### src/rtl/fetch_pkg.sv
// Shared core definitions for the fetch stage: state encoding, pc geometry
// and the next-pc legality check reused by later fetch variants.
package fetch_pkg;

    localparam int PC_W    = 27;
    localparam int ALIGN_W = 2;

    typedef enum logic [2:0] {
        ST_IDLE,
        ST_REQ,
        ST_DATA,
        ST_VALID,
        ST_FAULT
    } state_e;

    // A next pc is legal when word aligned and inside the 2^aw-word memory.
    function automatic logic npc_legal(input logic [PC_W-1:0] npc, input int aw);
        logic [PC_W-1:0] hi_mask;
        hi_mask = '1 << (aw + ALIGN_W);
        return (npc[ALIGN_W-1:0] == '0) && ((npc & hi_mask) == '0);
    endfunction

endpackage

### src/rtl/fetch.sv
// Single-issue instruction fetch: one memory read per instruction, holds the
// instruction until decode accepts it, and locks up on an illegal next pc.
module fetch
    import fetch_pkg::*;
#(
    parameter logic [26:0] RESET_PC = 27'h0000000,
    parameter int          IMEM_AW  = 15
) (
    input  logic               clk,
    input  logic               rst,
    input  logic               start,
    output logic               imem_en,
    output logic [IMEM_AW-1:0] imem_addr,
    input  logic [31:0]        imem_rdata,
    output logic [31:0]        inst,
    output logic [26:0]        pc,
    output logic               inst_valid,
    input  logic               inst_ready,
    input  logic [26:0]        npc,
    output logic               fault,
    output logic [31:0]        retired
);

    state_e      state_q, state_d;
    logic [26:0] pc_q, pc_d;
    logic [31:0] inst_q, inst_d;
    logic [31:0] retired_q, retired_d;
    logic        fault_q, fault_d;

    // NOTE: every output of this block gets a default first, so no path
    // through the case statement can leave a latch behind.
    always_comb begin
        state_d   = state_q;
        pc_d      = pc_q;
        inst_d    = inst_q;
        retired_d = retired_q;
        fault_d   = fault_q;
        case (state_q)
            ST_IDLE: begin
                if (start) begin
                    pc_d    = RESET_PC;
                    state_d = ST_REQ;
                end
            end
            ST_REQ: begin
                state_d = ST_DATA;
            end
            ST_DATA: begin
                inst_d  = imem_rdata;
                state_d = ST_VALID;
            end
            ST_VALID: begin
                if (inst_ready) begin
                    if (npc_legal(npc, IMEM_AW)) begin
                        pc_d      = npc;
                        retired_d = retired_q + 32'd1;
                        state_d   = ST_REQ;
                    end else begin
                        fault_d = 1'b1;
                        state_d = ST_FAULT;
                    end
                end
            end
            ST_FAULT: begin
                state_d = ST_FAULT;
            end
            default: begin
                state_d = ST_IDLE;
            end
        endcase
    end

    // NOTE: sequential state uses non-blocking assignments only, so every
    // register samples the pre-edge values of its peers.
    always_ff @(posedge clk or negedge rst) begin
        if (!rst) begin
            state_q   <= ST_IDLE;
            pc_q      <= RESET_PC;
            inst_q    <= '0;
            retired_q <= '0;
            fault_q   <= 1'b0;
        end else begin
            state_q   <= state_d;
            pc_q      <= pc_d;
            inst_q    <= inst_d;
            retired_q <= retired_d;
            fault_q   <= fault_d;
        end
    end

    // A read still in flight at reset is dropped: IDLE never samples imem_rdata.
    assign imem_en    = (state_q == ST_REQ);
    assign inst_valid = (state_q == ST_VALID);
    assign imem_addr  = pc_q[IMEM_AW+1:2];
    assign inst       = inst_q;
    assign pc         = pc_q;
    assign fault      = fault_q;
    assign retired    = retired_q;

endmodule

### config.mk
export PLATFORM = sky130hd
export DESIGN_NAME = fetch
export DESIGN_NICKNAME = d
export VERILOG_FILES = /design/src/rtl/fetch_pkg.sv /design/src/rtl/fetch.sv
export SDC_FILE = /design/constraint.sdc
export NUM_CORES = 1
export LEC_CHECK = 0
export BUFFER_PORTS_ARGS = -buffer_cell sky130_fd_sc_hd__clkbuf_2
export CAP_MARGIN = 20
export CELL_PAD_IN_SITES_DETAIL_PLACEMENT = 0
export CELL_PAD_IN_SITES_GLOBAL_PLACEMENT = 1
export CORE_ASPECT_RATIO = 0.75
export CORE_MARGIN = 2
export CORE_UTILIZATION = 36
export CTS_CLUSTER_DIAMETER = 80
export DETAILED_ROUTE_END_ITERATION = 6
export PLACE_DENSITY = 0.77
export SYNTH_ARGS = -nofsm -noshare
export SYNTH_HDL_FRONTEND = slang
export SYNTH_SLANG_ARGS = --single-unit
### constraint.sdc
create_clock -name clk -period 2.76 [get_ports clk]
set_clock_uncertainty 0.1 [all_clocks]
set_input_delay 0.276 -clock clk [delete_from_list [all_inputs] [get_ports clk]]
set_output_delay 0.276 -clock clk [all_outputs]
set_load 0.02 [all_outputs]
### After elaboration in Yosys (flattened, before gate mapping)

Index checks and enable logic that the tools add are counted.

| word-level totals | value |
|---|---|
| flip-flop bits (word level) | 95 |
| latch bits | 0 |
| RAM bits | 0 |
| memory bits (read-only) | 0 |
| input bits | 63 |
| output and inout port bits | 109 |
| word-level logic and storage cells | 31 |
| memories | 0 |

| cells by class | value |
|---|---|
| $add $sub $neg | 1 |
| multipliers | 0 |
| divide/modulo/power cells | 0 |
| order comparisons | 0 |
| equality and inequality tests | 7 |
| shift-type cells | 0 |
| multiplexer cells | 8 |
| bitwise logic cells | 1 |
| reduce and logical (&&, ||, !) cells | 9 |

Operators with widths:

| operator | count |
|---|---|
| 2-to-1 mux 27 bit | 3 |
| case mux 27 bit (2 select lines) | 1 |
| adder 32 x 1 -> 32 bit (second input constant) | 1 |
| logical NOT 27 bit | 1 |
| case mux 3 bit (5 select lines) | 1 |
| 2-to-1 mux 3 bit | 3 |
| == test 3 x 2 -> 1 bit (second input constant) | 2 |
| AND reduction 3 bit | 2 |
| inequality test 2 x 1 -> 1 bit (second input constant) | 2 |
| AND reduction 4 bit | 1 |
| == test 3 x 1 -> 1 bit (second input constant) | 1 |
| == test 3 bit (second input constant) | 1 |
| logical NOT 3 bit | 1 |
| logical NOT 2 bit | 1 |
| inequality test 2 bit (second input constant) | 1 |
| AND reduction 2 bit | 1 |
| nonzero test 2 bit | 1 |
| logical AND 1 bit | 1 |
| NOT 1 bit | 1 |

### Depth between registers and ports, before layout

Gate-level depths: netlist of the first run.

| depth | value |
|---|---|
| word-level depth | 5 |
| gate-level depth with buffers | 8 |
| gate-level depth less buffers | 6 |

### Least setup slack after synthesis of the first run

OpenSTA, ideal clock, no wires.

| timing path | value |
|---|---|
| path type | input to register |
| from | input port npc[0] |
| to | register retired_q[16] (netlist: retired[16]) |
| library setup time | 0.129 ns |
| arrival | 1.953 ns |
| data required time | 2.531 ns |
| slack | 0.578 ns |
| cell stages on the path | 6 |
| buffers on the path | 1 |
| path through | or4_1 -> buf_2 -> or3_4 -> nor4_4 -> nand4_1 -> xnor2_1 |

| on the way | value |
|---|---|
| longest elaborated chain between the ends | 3 |

RTL lines:

| element | line | RTL |
|---|---|---|
| start, declared | fetch.sv:19 | `input logic [26:0] npc,` |
| logical NOT 2 bit | fetch_pkg.sv:20 | `return (npc[ALIGN_W-1:0] == '0) && ((npc & hi_mask) == '0);` |
| logical AND 1 bit | fetch_pkg.sv:20 |  |
| AND reduction 3 bit (no source line) | n/a |  |
| end signal, assigned | fetch.sv:86 | `retired_q <= retired_d;` |
| end, declared | fetch.sv:27 | `logic [31:0] retired_q, retired_d;` |

No other way between the ends.
A chain may end at the register's enable or synchronous reset.

### Worst setup path after layout of the first run

| timing path | value |
|---|---|
| from | register state_q[2] |
| to | register retired_q[25] (netlist: retired[25]) |

| on the way | value |
|---|---|
| longest elaborated chain between the ends | 2 |

RTL lines:

| element | line | RTL |
|---|---|---|
| start, declared | fetch.sv:24 | `state_e state_q, state_d;` |
| start signal, assigned | fetch.sv:83 | `state_q <= state_d;` |
| == test 3 x 2 -> 1 bit | fetch.sv:38 | `case (state_q)` |
| AND reduction 3 bit (no source line) | n/a |  |

No other way between the ends.

==> results_dict.tcl, run 1 <==
set metrics [dict create \
    status "finished, final reports clean" \
    multi_input_area_um2 1460 \
    switchingPower_w 0.00138 \
    cts_buffers 9 \
    start_util_pct 36.9 \
    dominantRegCellSynth "dfrtp_1" \
    grt_usage_pct 15.7 \
    insertedDiodeCount 0 \
    first_pass_iters 4 \
    place_area_um2 4970 \
    drt_iter0_markers 181 \
    crit_type "flop to flop" \
    clock_path_buffers 2 \
    routedWlPerCell_um 14.0 \
    avgSynthCellArea_um2 11.7 \
    maxSlewViolCount 0 \
    cts_tree "done" \
    min_path_type "input pin to flop" \
    cp.required_ns 2.92 \
    fmax_ghz 0.473 \
    ys_types 34 \
    p_clk_share_pct 28.3 \
    finalCritPeriodShare_pct 76.7 \
    final_antenna_net_count 0 \
    ys_ff_latch 95 \
    gp_congestion 0.812 \
    clock-sinks 95 \
    regArea_um2 2380 \
    finalInstanceArea_um2 5280 \
    ir_drop_mv 0.609 \
    ys.warnings.count 0 \
    startpoint_type "flop" \
    p_per_area_nw_per_um2 830 \
    syn2layout_area_growth_pct 31.2 \
    clock_latency_ns 0.33 \
    h-tree-depth 3 \
    postCtsSetupRepairBufs 0 \
    p_int_w 0.00300 \
    num_io_pins 172 \
    syn-instance-count 344 \
    routed_via_density 4.67 \
    setup_viol 0 \
    rsz0062_at_grt "false" \
    row_count 33 \
    drc 0 \
    worstPathMaxFanout 9 \
    cts_resized 0 \
    ys_async_sr_fraction_pct 100 \
    relSlewSlack_pct 66.0 \
    p_comb_share_pct 29.9 \
    p_leak_nw 2.73 \
    cts_hold_buf 1 \
    dieArea_um2 12000 \
    nFillCells 1047 \
    root_buffer "clkbuf_16" \
    grt_max_degree 96 \
    drv_cap 0 \
    swShare_pct 31.5 \
    routed_wl_um 9080 \
    grt_pass1_wl_um 14900 \
    tns_ns 0 \
    fp.dieH_um 95.5 \
    min_period_ns 2.12 \
    die_w_um 126 \
    coreArea_um2 10900 \
    critPathArrivalTime_ns 2.28 \
    grt_pass1_vias 2993 \
    tightest_slew_ns 0.510 \
    syn_nets 408 \
    antenna_found_initial 0 \
    dpl.hpwl_um 6700 \
    vias 3037 \
    netlist_area_um2 4020 \
    yosysSeqAreaShare_pct 59.1 \
    hold_viol 0 \
    overflow 0 \
    fin_nets 570 \
    clkTransAtPathRegs_ns 0.06 \
    drive_above_1_share_pct 46.5 \
    portBuffers 171 \
    cp-end-kind "flop" \
    seqPwrFrac_pct 41.8 \
    synth_edf_count 0 \
]
## cells in the mapped netlist (2+ instances only)
library cell | n | area, um2
nor3b_1 | 2 | 15.0
or2_2 | 4 | 25.0
mux2_2 | 33 | 372
and3_1 | 2 | 12.5
a21oi_1 | 2 | 10.0
buf_4 | 15 | 113
inv_1 | 7 | 26.3
nor2b_1 | 11 | 68.8
clkbuf_1 | 10 | 37.5
nor3_1 | 9 | 45.0
nor4_1 | 5 | 31.3
o21ai_0 | 16 | 80.1
and4_1 | 2 | 17.5
nand4_1 | 7 | 43.8
xnor2_1 | 16 | 140
nor4_4 | 2 | 42.5
xor2_1 | 15 | 131
nand3_1 | 11 | 55.1
nor2_1 | 16 | 60.1
dfrtp_1 | 95 | 2380
or4_1 | 4 | 30.0
nand2_1 | 46 | 173
buf_2 | 3 | 15.0
## worst paths after layout
| check | slack (ns) | depth (start not counted) | from | to |
|---|---|---|---|---|
| max | 0.64 | 6 | state_q[2]$_DFFE_PN0P_ | retired[25]$_DFFE_PN0P_ |
| min | 0.05 | 3 | npc[9] | pc[9]$_DFFE_PN0P_ |
| max reg2reg | 0.64 | 6 | state_q[2]$_DFFE_PN0P_ | retired[25]$_DFFE_PN0P_ |
| min reg2reg | 0.39 | 1 | retired[31]$_DFFE_PN0P_ | retired[31]$_DFFE_PN0P_ |
| max in group asynchronous | 1.72 | 3 | rst | inst[2]$_DFFE_PN0P_ |
| min in group asynchronous | 0.44 | 3 | rst | retired[11]$_DFFE_PN0P_ |
## metrics by stage
stage | setup slack [ns] | hold WS, ns | utilization [%] | total power, W | instances
floorplan | 0.578 | -0.120 | - | 0.00271 | 344
global placement | 0.396 | 0.270 | 45.6 | 0.00316 | 634
detailed placement | 0.350 | 0.269 | 45.6 | 0.00319 | 634
CTS | 0.648 | 0.0342 | 48.4 | 0.00446 | 650
global route | 0.418 | 0.0427 | 48.4 | 0.00464 | 650
finish | 0.644 | 0.0504 | 48.4 | 0.00438 | 650
## routing by layer
layer | wire [um] | part of all wire (%) | global-route usage, %
met5 | 0 | 0 | 0
met4 | 124 | 1.4 | 4.76
met3 | 770 | 8.5 | 6.34
met2 | 3990 | 44 | 23.6
met1 | 4200 | 46 | 20.9
## area by class of cell
cell class	count	share of cell area, %
clock inverter	3	0.806
clock buffer	12	4.86
tap	140	3.32
sequential	95	45.1
inverter	7	0.498
timing repair buffer	180	17.8
multi-input combinational	213	27.6
## cells in the final DEF, fill, tap and decap left out, drive strengths merged, types with 7 or more instances in the layout
master	Yosys	routed
clkbuf	11	182
dfrtp	95	95
nand2	46	46
mux2	33	33
nor2	16	16
xnor2	16	16
o21ai	16	16
xor2	15	15
nand3	11	11
nor2b	11	11
nor3	9	9
buf	18	9
nand4	8	8
nor4	8	8
inv	7	7
## registers in the layout, summed over array words and instances, names as in the netlist
signal and cells:
retired 32, state_q 3, pc 27, fault 1
inst 32
## logic make-up after synthesis
family          share of synthesized area (%)
simple gates                             17.2
flops                                    59.1
buf+inv                                  4.89
mux                                      9.24
xor+xnor                                 6.75
compound gates                           2.43
fa+ha+maj                               0.311
## power by group through the flow
stage	sequential, W	combinational [W]	clock (W)
after detailed placement	0.00185	0.00134	0
after global placement	0.00185	0.00131	0
after global routing	0.00187	0.00142	0.00135
after CTS	0.00183	0.00134	0.00129
final	0.00183	0.00131	0.00124
after floorplan	0.00211	0.000590	0
## critical path, stage by stage (launching register included)
cell and delay, ns:
dfrtp_1 0.47, nand4b_1 0.25, buf_4 0.19, nor3_1 0.28
nand4_2 0.27, nor4_1 0.31, xor2_1 0.17
(Power assumes the default switching activity.)
==> inputs of run 2 (changes only) <==
Clock period 2.76 ns to 2.15 ns, I/O delays scaled along.
==> run 2 against run 1 <==
- worst setup slack got worse by 0.48 ns
- worst hold slack got worse by 0.036 ns
- sequential share of layout area decreased by 2.9 points
- die area unchanged
- sequential power increased by 27%
- fmax increased by 6.8%
- first-iteration DRC count decreased by 40%
- design area increased by 6.8%
- wire length increased by 6.5%
- utilization increased by 3.3 points
- largest power group unchanged
==> results_dict.tcl, run 2 (synthesized netlist as in run 1, its figures left out) <==
set metrics [dict create \
    mostFrequentLayoutCells "clkbuf_2 (170), dfrtp_1 (95), nand2_1 (46), mux2_2 (33), dlygate4sd3_1 (23)" \
    die_w_um 126 \
    portBuffers 171 \
    h-tree-depth 3 \
    clkTransAtPathRegs_ns 0.06 \
    cpMaxStageDelayCell "dfrtp_1" \
    finalCritPeriodShare_pct 92.2 \
    grt_max_degree 46 \
    start_util_pct 36.9 \
    routed_wl_um 9670 \
    routedWlPerCell_um 14.2 \
    setup_viol 0 \
    antenna_found_initial 0 \
    grt_pass1_vias 3139 \
    path_cells "nand4b_1 -> buf_4 -> nor3_1 -> nand4_2 -> nor3_1 -> xnor2_1" \
    fin_nets 603 \
    tns_ns 0 \
    overflow 0 \
    first_pass_iters 4 \
    cp-end-kind "flop" \
    rsz0062_at_grt "false" \
    dpl.hpwl_um 7020 \
    min_period_ns 1.98 \
    worstPathMaxFanout 7 \
    dieArea_um2 12000 \
    place_area_um2 5070 \
    maxSlewViolCount 0 \
    grt_pass1_wl_um 15400 \
    fp.dieH_um 95.5 \
    p_leak_nw 2.88 \
    place_worst_setup_slack_ns -0.163 \
    finalInstanceArea_um2 5630 \
    fmax_ghz 0.505 \
    ir_drop_mv 0.886 \
    root_buffer "clkbuf_16" \
    cp.required_ns 2.30 \
    num_io_pins 172 \
    p_per_area_nw_per_um2 1030 \
    drt_iter0_markers 108 \
    hold_viol 0 \
    tightest_slew_ns 0.607 \
    clock_path_buffers 2 \
    cp_common_cell "nor3_1" \
    final_common_cell "clkbuf_2" \
    drc 0 \
    status "finished, final reports clean" \
    coreArea_um2 10900 \
    drv_cap 0 \
    min_path_type "input pin to flop" \
    syn2layout_area_growth_pct 40.1 \
    cts_tree "done" \
    gp_congestion 0.803 \
    drive_above_1_share_pct 46.6 \
    crit_buf_inv 1 \
    vias 3188 \
    grt_usage_pct 16.3 \
    postCtsSetupRepairBufs 0 \
    final_antenna_net_count 0 \
    critPathArrivalTime_ns 2.13 \
    row_count 33 \
    layout_setup_ws_ns 0.169 \
    routed_via_density 4.67 \
    cpPeakStageDelay_ns 0.44 \
    insertedDiodeCount 0 \
    crit_type "flop to flop" \
    clock-sinks 95 \
    path_delay_family "simple AND/OR/NAND/NOR gates" \
    clock_latency_ns 0.34 \
    cts_buffers 9 \
    startpoint_type "flop" \
    relSlewSlack_pct 59.5 \
]
run 2: cell count changes in the layout (fill, tap and decap cells not counted):
cell | before | now
and4_1 | 2 | 1
clkinv_2 | 1 | 0
buf_12 | 1 | 3
clkbuf_1 | 1 | 0
nor4_1 | 4 | 1
clkinv_4 | 0 | 2
nor4_2 | 2 | 5
buf_4 | 8 | 17
and4_2 | 0 | 1
dlygate4sd3_1 | 1 | 23
run 2: what timing repair did:
item / CTS / global route
hold endpoints to repair: 64 / 1
setup endpoints to repair: 0 / 3
hold buffers: 22 / 1
resized for setup: 0 / 4
run 2: final timing paths:
path / to / slack, ns / depth (start not counted) / from
max: retired[27]$_DFFE_PN0P_ / 0.17 / 6 / state_q[1]$_DFFE_PN0P_
min: inst[4]$_DFFE_PN0P_ / 0.01 / 2 / imem_rdata[4]
max reg2reg: retired[27]$_DFFE_PN0P_ / 0.17 / 6 / state_q[1]$_DFFE_PN0P_
min reg2reg: retired[31]$_DFFE_PN0P_ / 0.39 / 1 / retired[31]$_DFFE_PN0P_
max in group asynchronous: fault$_DFFE_PN0P_ / 0.98 / 3 / rst
min in group asynchronous: retired[8]$_DFFE_PN0P_ / 0.34 / 2 / rst
run 2: layout make-up:
cell class	instances	area [um2]
sequential	95	2380
clock inverter	4	55.1
tap	140	175
inverter	7	26.3
fill	1006	5270
timing repair buffer	213	1270
clock buffer	11	253
multi-input combinational	213	1480
run 2: routing by layer:
metal	wire [um]	vias up	GRT usage, %
li1	-	1540	-
met1	4340	1523	20.5
met2	4410	112	26.2
met3	752	13	6.34
met4	161	0	5.13
met5	0	-	0
run 2: worst reg2reg max path, delay by kind of cell (launching register included):
family / cells / cell delay [ns]
AND/OR/NAND/NOR: 4 / 1.03
flip-flops: 1 / 0.44
buffers and inverters: 1 / 0.18
XOR/XNOR: 1 / 0.15
run 2: per-stage QoR:
| stage | hold slack, ns | util, % | instances | power (W) |
|---|---|---|---|---|
| 2_1_floorplan | -0.181 | - | 344 | 0.00347 |
| 3_3_place_gp | 0.161 | 46.6 | 645 | 0.00412 |
| 3_5_place_dp | 0.169 | 46.6 | 645 | 0.00418 |
| 4_1_cts | 0.000302 | 51.4 | 682 | 0.00589 |
| 5_1_grt | 0.00219 | 51.7 | 683 | 0.00608 |
| 6_report | 0.0147 | 51.7 | 683 | 0.00578 |
run 2: power breakdown:
part | total (W) | leakage [nW] | switching [W] | internal [W]
Clock | 0.00163 | 0.148 | 0.000663 | 0.000962
Sequential | 0.00233 | 1.22 | 0.000190 | 0.00214
Combinational | 0.00182 | 1.51 | 0.000980 | 0.000844
Total | 0.00578 | 2.88 | 0.00183 | 0.00394
==> inputs of run 3 (changes only) <==
Settings changed: CELL_PAD_IN_SITES_DETAIL_PLACEMENT 0 to 1, CORE_ASPECT_RATIO 0.75 to default.
==> run 3 against run 2 <==
- non-clock buffer count grew 33
- worst hold slack gained 0.10 ns
- global-route usage grew 4.3 points
- final cell count grew 5.0%
- register-to-register slack gained 0.02 ns
- critical path depth shrank 1
- fmax grew 1.1%
- critical endpoint is now retired[31]$_DFFE_PN0P_
- highest routed layer unchanged
==> results_dict.tcl, run 3 (synthesized netlist as in run 1, its figures left out) <==
set metrics [dict create \
    final_common_cell "clkbuf_2" \
    fin_nets 636 \
    insertedDiodeCount 0 \
    wl_met3_um 761 \
    clock_latency_ns 0.37 \
    coreArea_um2 10900 \
    finalInstanceArea_um2 5820 \
    first_pass_iters 4 \
    cts_tree "done" \
    vias 3422 \
    final_antenna_net_count 0 \
    root_buffer "clkbuf_8" \
    fmax_ghz 0.510 \
    rsz0062_at_grt "false" \
    swShare_pct 34.9 \
    gp_congestion 0.801 \
    routed_via_density 4.77 \
    fin_total_pwr_w 0.00544 \
    cp.required_ns 2.35 \
    wl_met1_um 4530 \
    syn2layout_area_growth_pct 44.8 \
    crit_type "flop to flop" \
    num_io_pins 172 \
    grt_max_degree 57 \
    cp_common_cell "and4_1" \
    critPathArrivalTime_ns 2.16 \
    grt_pass1_vias 3794 \
    overflow 0 \
    relSlewSlack_pct 50.5 \
    place_area_um2 5080 \
    min_path_type "input pin to flop" \
    finish.utilization_pct 53.5 \
    dr_wl_met2_um 6190 \
    dieArea_um2 12000 \
    seqPwrFrac_pct 43.0 \
    h-tree-depth 3 \
    drt_iter0_markers 112 \
    start_util_pct 36.9 \
    p_clk_share_pct 22.0 \
    p_per_area_nw_per_um2 935 \
    fp.dieH_um 110 \
    tightest_slew_ns 0.743 \
    startpoint_type "flop" \
    r2r_setup_slack_ns 0.19 \
    routedWlPerCell_um 16.5 \
    final_cells 717 \
    die_w_um 110 \
    min_period_ns 1.96 \
    cpPeakStageDelay_ns 0.44 \
    p_comb_share_pct 35.0 \
    drive_above_1_share_pct 45.2 \
    switchingPower_w 0.00190 \
    tns_ns 0 \
    clock-sinks 95 \
    drc 0 \
    setup_viol 0 \
    worstPathMaxFanout 5 \
    antenna_found_initial 0 \
    grt_usage_pct 20.6 \
    ir_drop_mv 0.762 \
    p_leak_nw 2.97 \
    row_count 38 \
    maxSlewViolCount 0 \
    nFillCells 1207 \
    finalCritPeriodShare_pct 91.1 \
    placed_cells 648 \
    clkTransAtPathRegs_ns 0.09 \
    clock_path_buffers 2 \
    routed_wl_um 11800 \
    grt_pass1_wl_um 18700 \
    dpl.hpwl_um 7770 \
    cpMaxStageDelayCell "dfrtp_1" \
    mostFrequentLayoutCells "clkbuf_2 (170), dfrtp_1 (94), dlygate4sd3_1 (49), nand2_1 (46), mux2_2 (33)" \
    drv_cap 0 \
    p_int_w 0.00354 \
    portBuffers 171 \
    cp-end-kind "flop" \
    status "finished, final reports clean" \
    top_layer_used "met4" \
    hold_viol 0 \
    path_cells "and4_1 -> and4_1 -> nand3_1 -> nor4_1 -> xor2_1" \
    cts_buffers 9 \
]
run 3: cell types whose count changed in the layout (fill, tap and decap cells not counted), sizes merged:
cell | before | now
inv | 7 | 8
buf | 20 | 27
clkinvlp | 1 | 2
dlygate4sd3 | 23 | 49
clkinv | 2 | 3
clkbuf | 181 | 179
run 3: final cells by class:
| type | count | area (um2) | share of cell area (%) |
|---|---|---|---|
| flip-flops and latches | 95 | 2380 | 40.9 |
| repair buffers | 246 | 1570 | 27.0 |
| multi-input cells | 213 | 1480 | 25.3 |
| well taps | 140 | 175 | 3.01 |
| clock buffers | 9 | 124 | 2.13 |
| clock inverters | 7 | 72.6 | 1.25 |
| inverters | 7 | 26.3 | 0.451 |
run 3: path summary, 6_finish.rpt:
kind / cells past startpoint / start / to
min in group asynchronous: 2 / rst / pc[2]$_DFFE_PN0P_
max reg2reg: 5 / retired[11]$_DFFE_PN0P_ / retired[31]$_DFFE_PN0P_
min: 3 / inst_ready / state_q[1]$_DFFE_PN0P_
min reg2reg: 1 / fault$_DFFE_PN0P_ / fault$_DFFE_PN0P_
max in group asynchronous: 3 / rst / inst[8]$_DFFE_PN0P_
max: 5 / retired[11]$_DFFE_PN0P_ / retired[31]$_DFFE_PN0P_
run 3: critical path, delay by kind of cell, from the launching register on:
| family | cells | cell delay, ns |
|---|---|---|
| DFF | 1 | 0.44 |
| and+or+nand+nor | 4 | 1.16 |
| xor gates and xnor gates | 1 | 0.19 |
run 3: what timing repair did:
item	CTS	global route
endpoints found under the setup margin	0	7
hold endpoints to repair	102	0
buffers inserted	0	4
resized for setup	0	4
hold buffers	49	0
run 3: power groups by stage:
| stage | Sequential (W) | Combinational, W | Clock, W |
|---|---|---|---|
| 6_report | 0.00234 | 0.00190 | 0.00120 |
| 3_3_place_gp | 0.00233 | 0.00176 | 0 |
| 5_1_grt | 0.00237 | 0.00204 | 0.00131 |
| 2_1_floorplan | 0.00271 | 0.000758 | 0 |
| 3_5_place_dp | 0.00236 | 0.00181 | 0 |
| 4_1_cts | 0.00233 | 0.00189 | 0.00124 |
run 3: through the flow:
| step | setup WS, ns | hold WS (ns) |
|---|---|---|
| 4_1_cts | 0.0810 | 0.0904 |
| 3_5_place_dp | -0.121 | 0.228 |
| 3_3_place_gp | -0.150 | 0.201 |
| 2_1_floorplan | 0.0293 | -0.181 |
| 5_1_grt | 0.0128 | 0.117 |
| 6_report | 0.190 | 0.116 |
run 3: routing by layer:
metal  vias up  global-route usage [%]
met2       131                    37.2
met3        25                    5.93
li1       1590                       -
met1      1676                    22.0
met4         0                    10.0
met5         -                       0
